**config.mk**
```make
export PLATFORM = sky130hd
export DESIGN_NAME = jtpopeye_sdram_arb
export DESIGN_NICKNAME = d
export VERILOG_FILES = /design/src/rtl/jtpopeye_arb_pkg.sv /design/src/rtl/jtpopeye_arb_rr.sv /design/src/rtl/jtpopeye_sdram_arb.sv
export SDC_FILE = /design/constraint.sdc
export NUM_CORES = 1
export LEC_CHECK = 0
export ABC_AREA = 0
export CORE_ASPECT_RATIO = 0.8
export CORE_MARGIN = 5
export CORE_UTILIZATION = 35
export CTS_BUF_LIST = sky130_fd_sc_hd__clkbuf_8 sky130_fd_sc_hd__clkbuf_16
export CTS_CLUSTER_DIAMETER = 80
export DETAILED_ROUTE_END_ITERATION = 7
export PLACE_DENSITY = 0.53
export RECOVER_POWER = 50
export SETUP_SLACK_MARGIN = 0.02
export SKIP_CTS_REPAIR_TIMING = 1
export SLEW_MARGIN = 20
export SYNTH_ARGS = -nofsm -noshare
export SYNTH_HDL_FRONTEND = slang
export SYNTH_SLANG_ARGS = --single-unit
```
**constraint.sdc**
```tcl
create_clock -name clk -period 6.6 [get_ports clk]
set_clock_uncertainty 0.15 [all_clocks]
set_input_delay 1.65 -clock clk [delete_from_list [all_inputs] [get_ports clk]]
set_output_delay 1.65 -clock clk [all_outputs]
set_load 0.01 [all_outputs]
```
**src/rtl/jtpopeye_arb_pkg.sv**
```systemverilog
// -----------------------------------------------------------------------------
// jtpopeye_arb_pkg
// Shared definitions for the Popeye SDRAM ROM arbiters.
//   NREQ           number of ROM requesters sharing the SDRAM read port
//   CPU, CHR, OBJ  requester indices (main CPU ROM, character ROM, object ROM)
//   arb_state_t    arbiter FSM states
//   wrap3()        reduces a small sum modulo 3 (round-robin index arithmetic)
// -----------------------------------------------------------------------------
package jtpopeye_arb_pkg;

    localparam int NREQ = 3;

    localparam logic [1:0] CPU = 2'd0;
    localparam logic [1:0] CHR = 2'd1;
    localparam logic [1:0] OBJ = 2'd2;

    typedef enum logic [1:0] {
        LOCK     = 2'd0,
        IDLE     = 2'd1,
        WAIT_ACK = 2'd2,
        WAIT_RDY = 2'd3
    } arb_state_t;

    // Operand range is 0..6 (rr 0..3 plus offset 1..3), so two subtractions
    // cover it without a divider.
    function automatic logic [1:0] wrap3(input logic [2:0] v);
        logic [2:0] r;
        if (v >= 3'd6)      r = v - 3'd6;
        else if (v >= 3'd3) r = v - 3'd3;
        else                r = v;
        return r[1:0];
    endfunction

endpackage

```
**src/rtl/jtpopeye_arb_rr.sv**
```systemverilog
// -----------------------------------------------------------------------------
// jtpopeye_arb_rr
// Combinational round-robin picker over three requesters. Scans rr+1, rr+2,
// rr+3 (mod 3) and returns the first pending index.
//   pending  in  3  requesters currently wanting service
//   rr       in  2  index granted last time
//   valid    out 1  at least one requester is pending
//   g        out 2  selected requester (meaningful only when valid=1)
// -----------------------------------------------------------------------------
module jtpopeye_arb_rr
    import jtpopeye_arb_pkg::*;
(
    input  logic [2:0] pending,
    input  logic [1:0] rr,
    output logic       valid,
    output logic [1:0] g
);

    logic [1:0] cand;

    // NOTE: every output of a combinational block gets a default first, so no
    // path leaves it unassigned and no latch is inferred.
    always_comb begin
        valid = 1'b0;
        g     = CPU;
        cand  = CPU;
        // Scanning from the farthest candidate back lets the nearest pending
        // one overwrite the result, giving first-match priority.
        for (int k = 3; k >= 1; k--) begin
            cand = wrap3({1'b0, rr} + 3'(k));
            if (pending[cand]) begin
                valid = 1'b1;
                g     = cand;
            end
        end
    end

endmodule

```
**src/rtl/jtpopeye_sdram_arb.sv**
```systemverilog
// -----------------------------------------------------------------------------
// jtpopeye_sdram_arb
// Shares the single SDRAM read port between the CPU, character and object ROM
// requesters with round-robin grants. No grant is issued until the PLL lock
// has been stable for LOCK_CNT cycles after a 2-flop synchroniser.
//
// Optional feature (macro JTPOPEYE_ARB_CACHE_EN): each requester keeps a
// one-entry tag cache so a re-request of the last served address completes
// in one cycle without an SDRAM access.
//
// Ports:
//   clk         in   1       40 MHz game clock
//   rst         in   1       asynchronous, active-high reset
//   pll_locked  in   1       PLL lock (asynchronous)
//   req         in   3       per-requester read request, held until ok
//   addr        in   3*AW    requester i address at [i*AW +: AW]
//   ok          out  3       per-requester data valid (level)
//   dout        out  3*DW    per-requester data, held until next service
//   sdram_req   out  1       request to the SDRAM controller
//   sdram_addr  out  AW      address of the granted request
//   sdram_ack   in   1       controller accepted the request (pulse)
//   sdram_rdy   in   1       read data valid (pulse)
//   sdram_din   in   DW      read data
// -----------------------------------------------------------------------------
module jtpopeye_sdram_arb
    import jtpopeye_arb_pkg::*;
#(
    parameter int AW       = 22,
    parameter int DW       = 16,
    parameter int LOCK_CNT = 4
) (
    input  logic                 clk,
    input  logic                 rst,
    input  logic                 pll_locked,
    input  logic [NREQ-1:0]      req,
    input  logic [NREQ*AW-1:0]   addr,
    output logic [NREQ-1:0]      ok,
    output logic [NREQ*DW-1:0]   dout,
    output logic                 sdram_req,
    output logic [AW-1:0]        sdram_addr,
    input  logic                 sdram_ack,
    input  logic                 sdram_rdy,
    input  logic [DW-1:0]        sdram_din
);

    localparam int CW = $clog2(LOCK_CNT + 1);

    logic                      lock_s1, lock_s2;
    logic [CW-1:0]             lock_cnt;
    logic                      ready;

    arb_state_t                state;
    logic [1:0]                rr, g;
    logic [NREQ-1:0][AW-1:0]   a;
    logic [NREQ-1:0][AW-1:0]   ok_addr;
    logic [NREQ-1:0]           hit, hit_set, pending;
    logic                      pick_valid;
    logic [1:0]                pick;
    logic                      dout_we;

    assign a       = addr;
    assign dout_we = (state == WAIT_RDY) && sdram_rdy;

    // Lock qualification: ready is combinational so it drops in the same
    // cycle the synchronised lock falls.
    // NOTE: sequential state is written with non-blocking assignments only, so
    // every flop samples values from before the edge regardless of order.
    always_ff @(posedge clk or posedge rst) begin
        if (rst) begin
            lock_s1  <= 1'b0;
            lock_s2  <= 1'b0;
            lock_cnt <= '0;
        end else begin
            lock_s1 <= pll_locked;
            lock_s2 <= lock_s1;
            if (!lock_s2)
                lock_cnt <= '0;
            else if (lock_cnt != CW'(LOCK_CNT))
                lock_cnt <= lock_cnt + 1'b1;
        end
    end

    assign ready = lock_s2 && (lock_cnt == CW'(LOCK_CNT));

`ifdef JTPOPEYE_ARB_CACHE_EN
    logic [NREQ-1:0][AW-1:0] tag;
    logic [NREQ-1:0]         tag_v;

    always_comb begin
        hit = '0;
        for (int i = 0; i < NREQ; i++)
            hit[i] = tag_v[i] && (a[i] == tag[i]);
    end

    always_ff @(posedge clk or posedge rst) begin
        if (rst)
            tag_v <= '0;
        else if (dout_we)
            tag_v[g] <= 1'b1;
    end

    // NOTE: tag storage has no reset; the valid bits alone decide whether a
    // tag is meaningful, so clearing the storage would buy nothing.
    always_ff @(posedge clk) begin
        if (dout_we)
            tag[g] <= sdram_addr;
    end
`else
    assign hit = '0;
`endif

    // A cache hit completes locally, so it is never offered to the picker.
    assign hit_set = req & ~ok & hit;
    assign pending = req & ~ok & ~hit;

    jtpopeye_arb_rr u_rr (
        .pending (pending),
        .rr      (rr),
        .valid   (pick_valid),
        .g       (pick)
    );

    always_ff @(posedge clk or posedge rst) begin
        if (rst) begin
            state      <= LOCK;
            rr         <= OBJ;
            g          <= CPU;
            ok         <= '0;
            ok_addr    <= '0;
            dout       <= '0;
            sdram_req  <= 1'b0;
            sdram_addr <= '0;
        end else begin
            // ok tracks the address it was produced for; a dropped request or
            // a moved address invalidates it on the next edge.
            for (int i = 0; i < NREQ; i++) begin
                if (ok[i] && (!req[i] || a[i] != ok_addr[i]))
                    ok[i] <= 1'b0;
                if (hit_set[i]) begin
                    ok[i]      <= 1'b1;
                    ok_addr[i] <= a[i];
                end
            end

            case (state)
                LOCK: begin
                    if (ready)
                        state <= IDLE;
                end
                IDLE: begin
                    if (!ready)
                        state <= LOCK;
                    else if (pick_valid) begin
                        g          <= pick;
                        rr         <= pick;
                        sdram_addr <= a[pick];
                        sdram_req  <= 1'b1;
                        state      <= WAIT_ACK;
                    end
                end
                WAIT_ACK: begin
                    if (sdram_ack) begin
                        sdram_req <= 1'b0;
                        state     <= WAIT_RDY;
                    end
                end
                WAIT_RDY: begin
                    // Lock loss is not checked here: the SDRAM is still
                    // clocked, so the reply is taken and IDLE falls to LOCK.
                    if (sdram_rdy) begin
                        dout[g*DW +: DW] <= sdram_din;
                        // A requester that moved on during the access keeps
                        // ok low and is picked again for its new address.
                        if (a[g] == sdram_addr) begin
                            ok[g]      <= 1'b1;
                            ok_addr[g] <= sdram_addr;
                        end
                        state <= IDLE;
                    end
                end
                default: state <= LOCK;
            endcase
        end
    end

endmodule

```
==> metrics.yaml, run 1 <==
sta:
  fmaxAchievable_ghz: 0.215
  fin_crit_ns: 4.65
  maxSlewViolCount: 115
  fin_crit_sh_pct: 70.4
  tightest_slew_ns: 2.54
  finalHoldViolCount: 0
  holdWs_ns: 0.202
  tns_ns: 0
  relSlewSlack_pct: -69.5
  setup_viol: 0
  rsz0062_at_grt: "no"
placed_design:
  gp_congestion: 0.843
  dp_hpwl_mm: 19.9
  place_area_mm2: 0.0106
  portBuffers: 163
pwr:
  seqPwrFrac_pct: 36.8
  power_density_mw_per_mm2: 283
  p_sw_share_pct: 36.5
  cellLeakagePower_uw: 0.00507
  p_switching_uw: 1160
  p_int_uw: 2010
  total_power_uw: 3160
  combPwrFrac_pct: 31.9
  clock_power_share_pct: 31.3
  ir_drop_mv: 0.163
drt:
  wl_met2_mm: 12.1
  ant_nets: 0
  drtIter0Drc: 389
  wire_per_inst_um: 22.9
  wl_met1_mm: 13.5
  drtPass1Iterations: 5
  vias: 6639
  totalWireLength_mm: 27.5
  top_layer: "met4"
  vias_per_cell: 5.52
  drc: 0
  wl_met3_mm: 1.48
critical_path:
  slowest_delay_ns: 0.51
  cp_max_fo: 17
  cp_cell_sequence: "clkdlybuf4s50_1 -> mux2i_1 -> nor3b_1 -> o22ai_1 -> a2111oi_4 -> and4_1 -> buf_4 -> mux2_4"
  critPathKind: "input port to flop"
  cp-start-kind: "input port"
  critPathBufInv: 2
  worstPathArrival_ns: 4.80
  crit_required_ns: 6.76
  cp_slowest_cell: "a2111oi_4"
  critPathTopFamily: "buffers and inverters"
  end_kind: "flop"
clocking:
  clk_latency_ns: 0.43
  cts_sinks: 150
  cts-root-buf: "clkbuf_16"
  clock_path_buffers: 2
  htreeDepth: 4
  cts_tree: "yes"
  numCtsBuffers: 17
  clkTransAtPathRegs_ns: 0.07
layout:
  fin_util_pct: 46.0
  layout_common_cells: "dfrtp_1, clkdlybuf4s50_1, mux2_2, dlygate4sd3_1, a22o_1"
  antennaDiodeCount: 0
  final_common_cell: "dfrtp_1"
  final_nets: 976
  area_growth_syn_to_layout_pct: 29.8
  final_cell_area_mm2: 0.0112
  drive_gt1_share_pct: 16.8
logic_synthesis:
  ys_warn_count: 0
  synth_cells: 717
  synthFlopType: "dfrtp_1"
  ys_seq_elements: 150
  async_flop_share_pct: 100
  synth.cell_area_mm2: 0.00862
  yosysSeqAreaShare_pct: 43.6
  synthDistinctLibCells: 57
  synth_edf_count: 0
  syn_area_per_cell_um2: 12.0
  synth_nets: 821
flow_run:
  maxCapViolCount: 1
worst_hold_path:
  hold_class: "flop to flop"
floorplan:
  dieWidth_um: 185
  rows: 51
  die_h_um: 150
  die-area_mm2: 0.0279
  num_io_pins: 164
  fp.coreArea_mm2: 0.0243
  initial_utilization_pct: 35.5
global_route:
  grt_overflow: 0
  track_usage_pct: 19.8
  grt_pass1_wl_mm: 42.0
  grt_antenna_before_repair: 0
  grt_start_max_net_pins: 115
  grt_pass1_vias: 6834
outcome:
  failed_checks: "max-capacitance violations, max-slew violations"
  outcome: "finished with violations"
routing by layer:
layer	GRT usage [%]	up-vias
met5	0	-
met4	5.10	0
met3	3.53	26
met2	29.5	197
met1	29.6	3419
li1	-	2997
synthesized netlist by cell type (2+ instances only):
library cell	count	area [µm²]
nand4b_1	11	96.3
dfrtp_1	149	3730
o21ai_0	10	50.1
o2bb2ai_1	2	17.5
mux2_2	71	800
nand4_1	11	68.8
a22o_1	49	429
clkbuf_1	19	71.3
mux2i_1	19	190
a22oi_1	7	52.6
inv_1	14	52.6
nor2_1	4	15.0
nor4_1	12	75.1
or3_1	9	56.3
a21oi_1	6	30.0
xor2_1	40	350
maj3_1	2	20.0
nand3_1	11	55.1
and4b_1	9	90.1
buf_4	3	22.5
buf_8	2	30.0
nand2b_1	32	200
o221ai_1	12	105
nor3_1	2	10.0
nor4b_1	3	26.3
nor2b_1	29	181
nand4_2	2	25.0
and3_1	2	12.5
a221oi_1	8	70.1
o22ai_1	9	56.3
nand3b_1	3	22.5
xnor2_1	28	245
ha_1	14	175
nand2_1	3	11.3
mux2_1	47	529
buf_2	13	65.1
mux2_4	20	300
nor3b_1	11	82.6
area by class of cell:
type                    count  area [µm²]
fillers                  2184       13100
multi-input cells         515        4660
well taps                 318         398
inverters                  14        56.3
flip-flops and latches    150        3760
clock inverters            15         180
clock buffers              17         425
repair buffers            174        1710
path summary, 6_finish.rpt:
check | from | end | slack (ns) | depth (start not counted)
max reg2reg | rr[0]$_DFFE_PP0P_ | sdram_addr[20]$_DFFE_PP0P_ | 2.42 | 9
max | addr[46] | ok_addr[50]$_DFFE_PP0P_ | 1.95 | 8
min in group asynchronous | rst | sdram_addr[12]$_DFFE_PP0P_ | 2.32 | 2
max in group asynchronous | rst | ok_addr[37]$_DFFE_PP0P_ | 1.96 | 3
min | lock_s1$_DFF_PP0_ | lock_s2$_DFF_PP0_ | 0.20 | 0
min reg2reg | lock_s1$_DFF_PP0_ | lock_s2$_DFF_PP0_ | 0.20 | 0
kinds of logic (layout without fill, tap and decap cells):
family	count (synthesis)	in the layout	share of synthesized area [%]
AOI/OAI and AO/OA	116	116	10.9
adders and majority gates	16	16	2.26
buffers and inverters	52	220	2.93
and+or+nand+nor	158	158	12.3
muxes	157	157	21.1
xor gates and xnor gates	68	68	6.91
DFF	150	150	43.6
metrics by stage:
| stage | setup slack (ns) | cells |
|---|---|---|
| floorplan | 0.765 | 717 |
| global placement | 1.52 | 1171 |
| detailed placement | 1.56 | 1171 |
| CTS | 1.99 | 1203 |
| global route | 1.38 | 1203 |
| finish | 1.95 | 1203 |
sequential cells by signal, indices dropped and copies added (netlist names), 2 cells and up:
signal	count
dout	48
lock_cnt	3
ok	3
ok_addr	66
rr	2
sdram_addr	22
state	2
power groups by stage:
stage	Sequential, µW	Clock, µW	Combinational (µW)
floorplan	1100	0	662
global placement	1170	0	983
detailed placement	1180	0	1000
CTS	1160	1010	1010
global route	1190	1040	1090
finish	1170	991	1010
No activity file was read; power rests on OpenSTA's default activity.
==> inputs of run 2 (changes only) <==
Settings changed: PLACE_DENSITY 0.53 to 0.56.
Clock period 6.6 ns to 4.2 ns, I/O delays scaled along.
==> metrics.yaml, run 2 (synthesis gave the netlist of run 1 again) <==
placed_design:
  dpl_worst_slack_ns: 0.239
  portBuffers: 163
  gp_congestion: 0.828
  dp_hpwl_mm: 19.0
clocking:
  clkTransAtPathRegs_ns: 0.06
  htreeDepth: 4
  cts_tree: "yes"
  clk_latency_ns: 0.43
  numCtsBuffers: 17
  cts_sinks: 150
  clock_path_buffers: 2
  cts-root-buf: "clkbuf_16"
layout:
  largest-register: "ok_addr"
  largest_register_ffs: 66
  fin_util_pct: 46.2
  final_nets: 989
  layout_common_cells: "clkdlybuf4s50_1, dfrtp_1, mux2_2, a22o_1, mux2_1"
  final_common_cell: "clkdlybuf4s50_1"
  drive_gt1_share_pct: 17.3
  antennaDiodeCount: 0
  area_growth_syn_to_layout_pct: 30.2
  fillers: 2251
  reg.largest.list: "ok_addr: 66 flops, dout: 48 flops, sdram_addr: 22 flops"
critical_path:
  cp_max_fo: 17
  cp-start-kind: "input port"
  critPathKind: "input port to flop"
  end_kind: "flop"
  crit_required_ns: 4.41
  worstPathArrival_ns: 3.78
drt:
  drtPass1Iterations: 5
  vias_per_cell: 5.33
  ant_nets: 0
  vias: 6484
  drtIter0Drc: 427
  wire_per_inst_um: 21.3
  totalWireLength_mm: 25.9
  drc: 0
floorplan:
  num_io_pins: 164
  fp.coreArea_mm2: 0.0243
  dieWidth_um: 185
  die-area_mm2: 0.0279
  initial_utilization_pct: 35.5
  rows: 51
  die_h_um: 150
pwr:
  power_density_mw_per_mm2: 435
  cellLeakagePower_uw: 0.00492
  ir_drop_mv: 0.253
  total_power_uw: 4890
sta:
  setup_viol: 0
  setup_slack_ns: 0.632
  maxSlewViolCount: 152
  fmaxAchievable_ghz: 0.280
  tightest_slew_ns: 2.04
  rsz0062_at_grt: "no"
  relSlewSlack_pct: -35.7
  fin_crit_ns: 3.57
  fin_crit_sh_pct: 85.0
  holdWs_ns: 0.200
  tns_ns: 0
  finalHoldViolCount: 0
global_route:
  grt_antenna_before_repair: 0
  grt_pass1_vias: 6444
  grt_start_max_net_pins: 79
  grt_pass1_wl_mm: 39.4
  track_usage_pct: 18.6
  grt_overflow: 0
outcome:
  failed_checks: "max-capacitance violations, max-slew violations"
  outcome: "finished with violations"
worst_hold_path:
  hold_class: "flop to flop"
flow_run:
  maxCapViolCount: 2
-- run 2: cell type report --
cell class / instances / area [µm²] / area share, %
clock buffer: 19 / 453 / 4.03
clock inverter: 13 / 114 / 1.01
inverter: 14 / 53.8 / 0.479
multi-input combinational: 515 / 4640 / 41.3
sequential: 150 / 3760 / 33.5
tap: 318 / 398 / 3.54
timing repair buffer: 187 / 1810 / 16.2
-- run 2: path summary, 6_finish.rpt --
check	start	endpoint	slack, ns	depth (start not counted)
max	sdram_rdy	dout[25]$_DFFE_PP0P_	0.63	7
min	lock_s1$_DFF_PP0_	lock_s2$_DFF_PP0_	0.20	0
max reg2reg	g[1]$_DFFE_PP0P_	ok_addr[64]$_DFFE_PP0P_	0.75	8
min reg2reg	lock_s1$_DFF_PP0_	lock_s2$_DFF_PP0_	0.20	0
max in group asynchronous	rst	ok_addr[56]$_DFFE_PP0P_	0.99	3
min in group asynchronous	rst	dout[18]$_DFFE_PP0P_	1.57	3
-- run 2: report_power, final --
| part | switching [µW] | total, µW | leakage (µW) | internal, µW |
|---|---|---|---|---|
| sequential | 222 | 1760 | 0.00204 | 1540 |
| combinational | 808 | 1640 | 0.00261 | 831 |
| clock | 679 | 1480 | 0.000273 | 805 |
| total | 1710 | 4890 | 0.00492 | 3180 |
-- run 2: layer usage --
layer | up-vias | routed length, µm | global-route usage, %
li1 | 3027 | - | -
met1 | 3291 | 13400 | 29.2
met2 | 156 | 11300 | 26.8
met3 | 10 | 959 | 2.95
met4 | 0 | 208 | 3.85
met5 | - | 0 | 0
-- run 2: critical path, stage by stage --
cell and delay (ns):
dlygate4sd3_1 0.55, clkbuf_1 0.22, nand3_1 0.10, clkbuf_1 0.43, nor4b_1 0.43, clkbuf_1 0.75, a22o_1 0.24
-- run 2: through the flow --
step	std cells	cell area, µm²
global placement	1184	10700
global route	1216	11200
finish	1216	11200
CTS	1216	11300
detailed placement	1184	10700
floorplan	717	8620
